<file path="src/rtl/videoram_scanout.sv">
// videoram_scanout: 640x480 VGA scan-out of a centred 512x256 1-bpp window read from video RAM.
// Single 50 MHz clock; all video timing and the pixel pipeline advance on a divide-by-two pixel enable.
module videoram_scanout #(
  parameter logic [11:0] FG_COLOR     = 12'hFFF,
  parameter logic [11:0] BG_COLOR     = 12'h000,
  parameter logic [11:0] BORDER_COLOR = 12'h00F,
  parameter int          V_ACTIVE     = 480,
  parameter int          V_FP         = 10,
  parameter int          V_SYNC       = 2,
  parameter int          V_BP         = 33,
  parameter int          WIN_ROW0     = 112,
  parameter int          WIN_ROWS     = 256
) (
  input  logic        clk_clk,
  input  logic        reset_reset_n,
  input  logic        display_en,
  output logic [11:0] videoram_address,
  output logic        videoram_chipselect,
  output logic        videoram_clken,
  output logic        videoram_write,
  output logic [31:0] videoram_writedata,
  output logic [3:0]  videoram_byteenable,
  input  logic [31:0] videoram_readdata,
  output logic [3:0]  vga_r,
  output logic [3:0]  vga_g,
  output logic [3:0]  vga_b,
  output logic        vga_hsync,
  output logic        vga_vsync,
  output logic        vga_blank_n,
  output logic        vga_clk_en,
  output logic        frame_start,
  output logic        underrun
);

  localparam logic [9:0] H_LAST     = 10'd799;
  localparam logic [9:0] H_ACT      = 10'd640;
  localparam logic [9:0] H_SYNC_S   = 10'd656;
  localparam logic [9:0] H_SYNC_E   = 10'd752;
  localparam logic [9:0] H_PREFETCH = 10'd48;
  localparam logic [9:0] H_WIN_S    = 10'd64;
  localparam logic [9:0] H_WIN_E    = 10'd576;
  localparam logic [9:0] H_LAST_REQ = 10'd512;
  localparam logic [9:0] V_LAST     = 10'(V_ACTIVE + V_FP + V_SYNC + V_BP - 1);
  localparam logic [9:0] V_ACT      = 10'(V_ACTIVE);
  localparam logic [9:0] V_SYNC_S   = 10'(V_ACTIVE + V_FP);
  localparam logic [9:0] V_SYNC_E   = 10'(V_ACTIVE + V_FP + V_SYNC);
  localparam logic [9:0] V_WIN_S    = 10'(WIN_ROW0);
  localparam logic [9:0] V_WIN_E    = 10'(WIN_ROW0 + WIN_ROWS);

  typedef enum logic [1:0] {IDLE = 2'd0, REQ = 2'd1, CAP = 2'd2} fetch_state_t;

  logic         pix_ce;
  logic [9:0]   hcount, vcount;
  logic         win_en;
  fetch_state_t state, state_next;
  logic [31:0]  nxt, sh, sh_next;
  logic         nxt_valid;
  logic [11:0]  rgb, colour;
  logic         h_active, v_active, hsync_now, vsync_now;
  logic         win_row, win_col, in_window, frame_pt;
  logic         fetch_go, load_go, shift_go;
  logic [3:0]   fetch_word;
  logic [7:0]   row;

  assign videoram_clken      = 1'b1;
  assign videoram_write      = 1'b0;
  assign videoram_writedata  = 32'h0000_0000;
  assign videoram_byteenable = 4'hF;
  assign vga_clk_en          = pix_ce;
  assign vga_r               = rgb[11:8];
  assign vga_g               = rgb[7:4];
  assign vga_b               = rgb[3:0];

  assign h_active   = (hcount < H_ACT);
  assign v_active   = (vcount < V_ACT);
  assign hsync_now  = !((hcount >= H_SYNC_S) && (hcount < H_SYNC_E));
  assign vsync_now  = !((vcount >= V_SYNC_S) && (vcount < V_SYNC_E));
  assign win_row    = (vcount >= V_WIN_S) && (vcount < V_WIN_E);
  assign win_col    = (hcount >= H_WIN_S) && (hcount < H_WIN_E);
  assign in_window  = win_row && win_col;
  assign frame_pt   = pix_ce && (hcount == 10'd0) && (vcount == 10'd0);
  assign row        = 8'(vcount - V_WIN_S);
  // Word k+1 is requested at column 64+32k and word 0 at column 48, so the index is (h-32)/32.
  assign fetch_word = 4'((hcount - 10'd32) >> 5);
  assign fetch_go   = pix_ce && win_en && win_row &&
                      ((hcount == H_PREFETCH) ||
                       ((hcount[4:0] == 5'd0) && (hcount >= H_WIN_S) && (hcount <= H_LAST_REQ)));
  assign load_go    = pix_ce && win_en && in_window && (hcount[4:0] == 5'd0);
  assign shift_go   = pix_ce && win_en && in_window && (hcount[4:0] != 5'd0);

  // Pixel enable toggles every clock.
  always_ff @(posedge clk_clk or negedge reset_reset_n) begin
    if (!reset_reset_n) pix_ce <= 1'b0;
    else                pix_ce <= ~pix_ce;
  end

  // Horizontal and vertical raster counters.
  always_ff @(posedge clk_clk or negedge reset_reset_n) begin
    if (!reset_reset_n) begin
      hcount <= 10'd0;
      vcount <= 10'd0;
    end else if (pix_ce) begin
      if (hcount == H_LAST) begin
        hcount <= 10'd0;
        vcount <= (vcount == V_LAST) ? 10'd0 : vcount + 10'd1;
      end else begin
        hcount <= hcount + 10'd1;
      end
    end
  end

  // Window enable is only sampled at the start of a frame.
  always_ff @(posedge clk_clk or negedge reset_reset_n) begin
    if (!reset_reset_n)  win_en <= 1'b0;
    else if (frame_pt)   win_en <= display_en;
  end

  // Fetch FSM state register.
  always_ff @(posedge clk_clk or negedge reset_reset_n) begin
    if (!reset_reset_n) state <= IDLE;
    else                state <= state_next;
  end

  // Fetch FSM next-state logic.
  always_comb begin
    state_next = state;
    case (state)
      IDLE:    if (fetch_go) state_next = REQ; else state_next = IDLE;
      REQ:     state_next = CAP;
      CAP:     state_next = IDLE;
      default: state_next = IDLE;
    endcase
  end

  // Registered read strobe and address toward the video RAM.
  always_ff @(posedge clk_clk or negedge reset_reset_n) begin
    if (!reset_reset_n) begin
      videoram_chipselect <= 1'b0;
      videoram_address    <= 12'h000;
    end else begin
      videoram_chipselect <= (state_next == REQ);
      if (fetch_go) videoram_address <= {row, fetch_word};
    end
  end

  // Next-word buffer; a shift-register load consumes it, a capture refills it.
  always_ff @(posedge clk_clk or negedge reset_reset_n) begin
    if (!reset_reset_n) begin
      nxt       <= 32'h0000_0000;
      nxt_valid <= 1'b0;
      underrun  <= 1'b0;
    end else begin
      if (load_go) begin
        nxt_valid <= 1'b0;
        if (!nxt_valid) underrun <= 1'b1;
      end
      if (state == CAP) begin
        nxt       <= videoram_readdata;
        nxt_valid <= 1'b1;
      end
    end
  end

  // Shift-register next value; its MSB is the pixel shown for the current column.
  always_comb begin
    sh_next = sh;
    if (load_go)       sh_next = nxt_valid ? nxt : 32'h0000_0000;
    else if (shift_go) sh_next = {sh[30:0], 1'b0};
    else               sh_next = sh;
  end

  // Pixel shift register.
  always_ff @(posedge clk_clk or negedge reset_reset_n) begin
    if (!reset_reset_n) sh <= 32'h0000_0000;
    else                sh <= sh_next;
  end

  // Colour for the pixel the counters currently hold.
  always_comb begin
    colour = 12'h000;
    if (!(h_active && v_active))  colour = 12'h000;
    else if (win_en && in_window) colour = sh_next[31] ? FG_COLOR : BG_COLOR;
    else                          colour = BORDER_COLOR;
  end

  // Video outputs, registered so sync, blank and colour stay aligned.
  always_ff @(posedge clk_clk or negedge reset_reset_n) begin
    if (!reset_reset_n) begin
      vga_hsync   <= 1'b1;
      vga_vsync   <= 1'b1;
      vga_blank_n <= 1'b0;
      rgb         <= 12'h000;
      frame_start <= 1'b0;
    end else begin
      frame_start <= frame_pt;
      if (pix_ce) begin
        vga_hsync   <= hsync_now;
        vga_vsync   <= vsync_now;
        vga_blank_n <= h_active && v_active;
        rgb         <= colour;
      end
    end
  end

endmodule

</file>
<file path="config.mk">
export PLATFORM = sky130hd
export DESIGN_NAME = videoram_scanout
export DESIGN_NICKNAME = d
export VERILOG_FILES = /design/src/rtl/videoram_scanout.sv
export SDC_FILE = /design/constraint.sdc
export NUM_CORES = 1
export LEC_CHECK = 0
export CAP_MARGIN = 20
export CORE_MARGIN = 2
export CORE_UTILIZATION = 58
export CTS_BUF_LIST = sky130_fd_sc_hd__clkbuf_8
export CTS_CLUSTER_SIZE = 30
export DETAILED_ROUTE_END_ITERATION = 12
export PLACE_DENSITY = 0.95
export RECOVER_POWER = 25
export SLEW_MARGIN = 0
export SYNTH_ARGS = -nofsm -noshare
export SYNTH_HDL_FRONTEND = slang
export SYNTH_SLANG_ARGS = --single-unit
</file>
<file path="constraint.sdc">
create_clock -name clk_clk -period 4.85 [get_ports clk_clk]
set_input_delay 0.97 -clock clk_clk [delete_from_list [all_inputs] [get_ports clk_clk]]
set_output_delay 0.97 -clock clk_clk [all_outputs]
set_load 0.005 [all_outputs]
</file>
# Yosys cells after proc, flatten, opt, wreduce, memory -nomap -nowiden
# Index checks and enable logic that the tools add are counted.
# op_classes
addsub,4
n_lt_le_gt_ge,11
eq_ne,6
mux,12
bitwise_logic,2
n_reduce_logical,29
# op_table
op,count
$mux W32,3
$mux W12,3
$lt A10 B10 Y1 const B,3
$lt A10 B9 Y1 const B,3
$add A10 B1 Y10 const B,2
$eq A10 B10 Y1 const B,2
$ge A10 B7 Y1 const B,2
$logic_not A10 Y1,2
$mux W10,2
$logic_and A1 B1 Y1,17
$eq A10 B6 Y1 const B,1
$ge A10 B10 Y1 const B,1
$ge A10 B9 Y1 const B,1
$le A10 B10 Y1 const B,1
$sub A9 B6 Y9 const B,1
$sub A8 B7 Y8 const B,1
$logic_not A5 Y1,1
$reduce_bool A5 Y1,1
$eq A2 B1 Y1 const B,2
$pmux W2 S2,1
$reduce_and A2 Y1,2
$reduce_bool A2 Y1,2
$mux W1,3
$eq A2 B2 Y1 const B,1
other kinds (4),6
# word_totals
ff_bits,119
input_bits,35
out_inout_bits,69
elab_cells,81

# Depth between registers and ports, before layout
# depth
word_depth,10
depth_mapped,8
mapped_depth_nobuf,6

# Worst setup path after synthesis
# OpenSTA, ideal clock, no wires.
# synth_timing
path_type,flip-flop to flip-flop
start,register hcount[6]
end,register videoram_address[10]
setup_time_ns,0.125
arrival_ns,2.027
required_time_ns,4.725
path_slack_ns,2.698
stages_incl_launch_ff,9
n_path_buf,2
period_less_slack_ns,2.152
cell_sequence,dfrtp_1 clkbuf_1 inv_1 ha_1 or4b_1 o21ai_2 nand4_4 buf_6 mux2_4
# synth_between
elab_chain_len,5
elab_cells_between_ends,7
cone_classes,2 x order compare; 1 x eq/ne; 4 x reduce/logical
# synth_lines
element,line,text
"start, declared",53,"logic [9:0] hcount, vcount;"
"start signal, assigned",107,hcount <= hcount + 10'd1;
$ge A10 B7 Y1,87,((hcount[4:0] == 5'd0) && (hcount >= H_WIN_S) && (hcount <= H_LAST_REQ)));
$logic_and A1 B1 Y1 (2 in a row),87,
$logic_or A1 B1 Y1 *,86,((hcount == H_PREFETCH) ||
$logic_and A1 B1 Y1 *,85,assign fetch_go = pix_ce && win_en && win_row &&
"end signal, assigned",142,"if (fetch_go) videoram_address <= {row, fetch_word};"
"end, declared",17,"output logic [11:0] videoram_address,"
# Every way passes the cells marked *; elsewhere a longest branch is shown, timed or not.
# A chain may end at the register's enable or synchronous reset.

==> results.sh <==
export IMPL_initial_core_util_pct=60.1
export IMPL_r2r_end="win_en"
export IMPL_place_gp_congestion=0.847
export IMPL_r2r_start="hcount[0]"
export IMPL_dr_pass1_iters=4
export IMPL_worstMarginPinSlew_ns=1.85
export IMPL_clock_path_buffers=2
export IMPL_holdPathEnd="state[1]"
export IMPL_cts_sinks=108
export IMPL_start_kind="input port"
export IMPL_wirelength_met1_um=4530
export IMPL_cts_root_buf="clkbuf_8"
export IMPL_antenna_found_initial=0
export IMPL_ios=104
export IMPL_worst_slack_ns=2.05
export IMPL_drtIter0Drc=219
export IMPL_async_reset_ff_share_pct=100
export IMPL_reg2reg_slack_ns=2.30
export IMPL_synthToLayoutAreaGrowth_pct=12.8
export IMPL_wl_um=10900
export IMPL_finish_utilization_pct=67.7
export IMPL_rsz0062_at_grt="false"
export IMPL_synth_area_leaders="dfrtp_1 (48%), mux2_2 (13%), buf_4 (6.9%)"
export IMPL_holdBufCountCts=0
export IMPL_ir_drop_uv=146
export IMPL_syn_instance_count=515
export IMPL_cts_made_buffers=9
export IMPL_leakage_nw=2.91
export IMPL_p_sw_share_pct=24.8
export IMPL_final_layout_size_suffix_gt1_share_pct=19.3
export IMPL_finalHoldViolCount=0
export IMPL_maxSlewHeadroom_pct=-23.1
export IMPL_fin_cells=689
export IMPL_yosysTopAreaCellShare_pct=47.8
export IMPL_power_frac_seq_pct=60.0
export IMPL_crit_type="in2async"
export IMPL_die_w_um=102
export IMPL_netlist_area_sq_um=5550
export IMPL_synth_most_common_cell="dfrtp_1"
export IMPL_cts_resized=0
export IMPL_period_needed_ns=2.80
export IMPL_yosys_warnings=0
export IMPL_ant_nets=0
export IMPL_path_clk_slew_ns=0.11
export IMPL_combinationalPowerShare_pct=3.6
export IMPL_cp_end_kind="asynchronous set/reset pin"
export IMPL_post_route_period_util_pct=57.8
export IMPL_cp_cell_sequence="clkbuf_1 -> clkbuf_2 -> buf_4"
export IMPL_dpl_cell_count=670
export IMPL_synth_edf_count=0
export IMPL_diodes=0
export IMPL_top_layer_used="met4"
export IMPL_cts_tree="yes"
export IMPL_wl_per_cell_um=15.8
export IMPL_grt_overflow_total=0
export IMPL_nets=601
export IMPL_die_h_um=102
export IMPL_outcome="complete, but fails checks"
export IMPL_core_area_sq_um=9240
export IMPL_grt_pass1_wl_um=17900
export IMPL_grt_pass1_vias=3783
export IMPL_syn_area_per_cell_sq_um=10.8
export IMPL_ys_ff_latch=108
export IMPL_vias=3828
export IMPL_fmax_mhz=357
export IMPL_crit_arrival_ns=3.36
export IMPL_p_sw_mw=0.372
export IMPL_hp_class="reg2reg"
export IMPL_h_tree_depth=3
export IMPL_max_stage_delay_ns=1.42
export IMPL_num_rows=35
export IMPL_reg2reg_depth=6
export IMPL_internal_power_mw=1.13
export IMPL_violations="capacitance limit, slew limit"
export IMPL_critPathRequiredTime_ns=5.41
export IMPL_clkPwrFrac_pct=36.5
export IMPL_skew_ns=0.0210
export IMPL_whs_path_depth=1
export IMPL_placed_area_sq_um=6010
export IMPL_insertion_delay_ns=0.39
export IMPL_cp_max_fo=76
export IMPL_port_buffers=65
export IMPL_ys_types=53
export IMPL_final_setup_viol_count=0
export IMPL_min_from="state[1]"
export IMPL_met3WireLength_um=654
export IMPL_dpl_hpwl_um=7350
export IMPL_ys_top_cells_by_count="dfrtp_1 (106), nand2_1 (75), mux2_2 (66), buf_4 (51), o21ai_0 (45)"
export IMPL_post_synth_top_area_cell="dfrtp_1"
export IMPL_grt_max_degree=85
export IMPL_pre_cts_ws_ns=2.11
export IMPL_grt_usage_pct=22.2
export IMPL_drcViolationCount=0
export IMPL_critPathSlowestCell="clkbuf_2"
export IMPL_drt_vias_per_instance=5.56
export IMPL_max_cap_viol_count=1
export IMPL_setup_tns_ns=0
export IMPL_cpLargestDelayFamily="buffers and inverters"
export IMPL_cts_setup_buffers=0
export IMPL_yosysSeqAreaShare_pct=48.7
export IMPL_design_area_sq_um=6260
export IMPL_dr_wl_met2_um=5350
export IMPL_path_buf_inv=3
export IMPL_die_area_sq_um=10400
export IMPL_drv_slew=77
export IMPL_synth_ff_type="dfrtp_1"
export IMPL_p_per_area_nw_per_um2=240
[stage by stage]
step                power (mW)  hold slack, ns
finish                    1.50           0.499
global route              1.56           0.519
floorplan                0.948           0.441
global placement         0.971           0.461
detailed placement       0.972           0.481
CTS                       1.51           0.498
[registers in the layout, summed over array words and instances (netlist names), 2 cells and up]
signal	flops
nxt	32
sh	31
videoram_address	12
hcount	10
vcount	10
rgb	2
state	2
[layout by cell type, fill, tap and decap left out, types with 4 or more instances in the layout]
| cell | n |
|---|---|
| clkbuf_8 | 9 |
| conb_1 | 38 |
| nor3_1 | 6 |
| nand2_1 | 75 |
| mux2_4 | 7 |
| o21ai_0 | 45 |
| nand3_1 | 11 |
| dfrtp_1 | 106 |
| a21oi_1 | 8 |
| mux2_2 | 66 |
| mux2i_1 | 4 |
| inv_1 | 15 |
| xnor2_1 | 6 |
| nor2_1 | 11 |
| nand4_1 | 5 |
| ha_1 | 11 |
| xor2_1 | 6 |
| and3_1 | 4 |
| clkdlybuf4s50_1 | 64 |
[how the worst max path moves through the flow]
stage / from / endpoint / slack, ns / cells after the start
floorplan: hcount[6] / videoram_address[10] / 2.70 / 8
global placement: hcount[0] / win_en / 2.24 / 5
detailed placement: hcount[0] / win_en / 2.11 / 5
CTS: hcount[0] / win_en / 2.09 / 5
global route: reset_reset_n / sh[9] / 1.59 / 3
finish: reset_reset_n / sh[10] / 2.05 / 3
[kinds of logic after synthesis]
kind of cell	Yosys count	share of synthesized area [%]
AND/OR/NAND/NOR	144	13.4
flip-flops	108	48.7
buffers and inverters	92	10.1
multiplexers	78	16.2
AO/OA/AOI/OAI	68	7.06
XOR/XNOR	12	1.89
adder cells (fa/ha/maj)	11	2.48
other	2	0.135
[layer usage]
| layer | vias to the layer above | track usage (%) |
|---|---|---|
| met5 | - | 0 |
| met3 | 30 | 4.58 |
| met2 | 155 | 36.3 |
| met4 | 0 | 9.74 |
| met1 | 1880 | 28.7 |
| li1 | 1763 | - |
[power groups by stage]
| stage | Sequential, mW | Clock [mW] | Combinational (mW) |
|---|---|---|---|
| 2_1_floorplan | 0.918 | 0 | 0.0298 |
| 3_3_place_gp | 0.918 | 0 | 0.0527 |
| 3_5_place_dp | 0.918 | 0 | 0.0537 |
| 4_1_cts | 0.901 | 0.557 | 0.0540 |
| 5_1_grt | 0.901 | 0.593 | 0.0621 |
| 6_report | 0.901 | 0.548 | 0.0534 |
[cell type report]
| type | count | area [sq um] |
|---|---|---|
| fillers | 651 | 2980 |
| repair buffers | 70 | 699 |
| clock buffers | 9 | 124 |
| inverters | 15 | 56.3 |
| multi-input cells | 351 | 2430 |
| clock inverters | 7 | 85.1 |
| well taps | 129 | 161 |
| flip-flops and latches | 108 | 2710 |
Note: power is estimated with default switching activity, not from simulation.
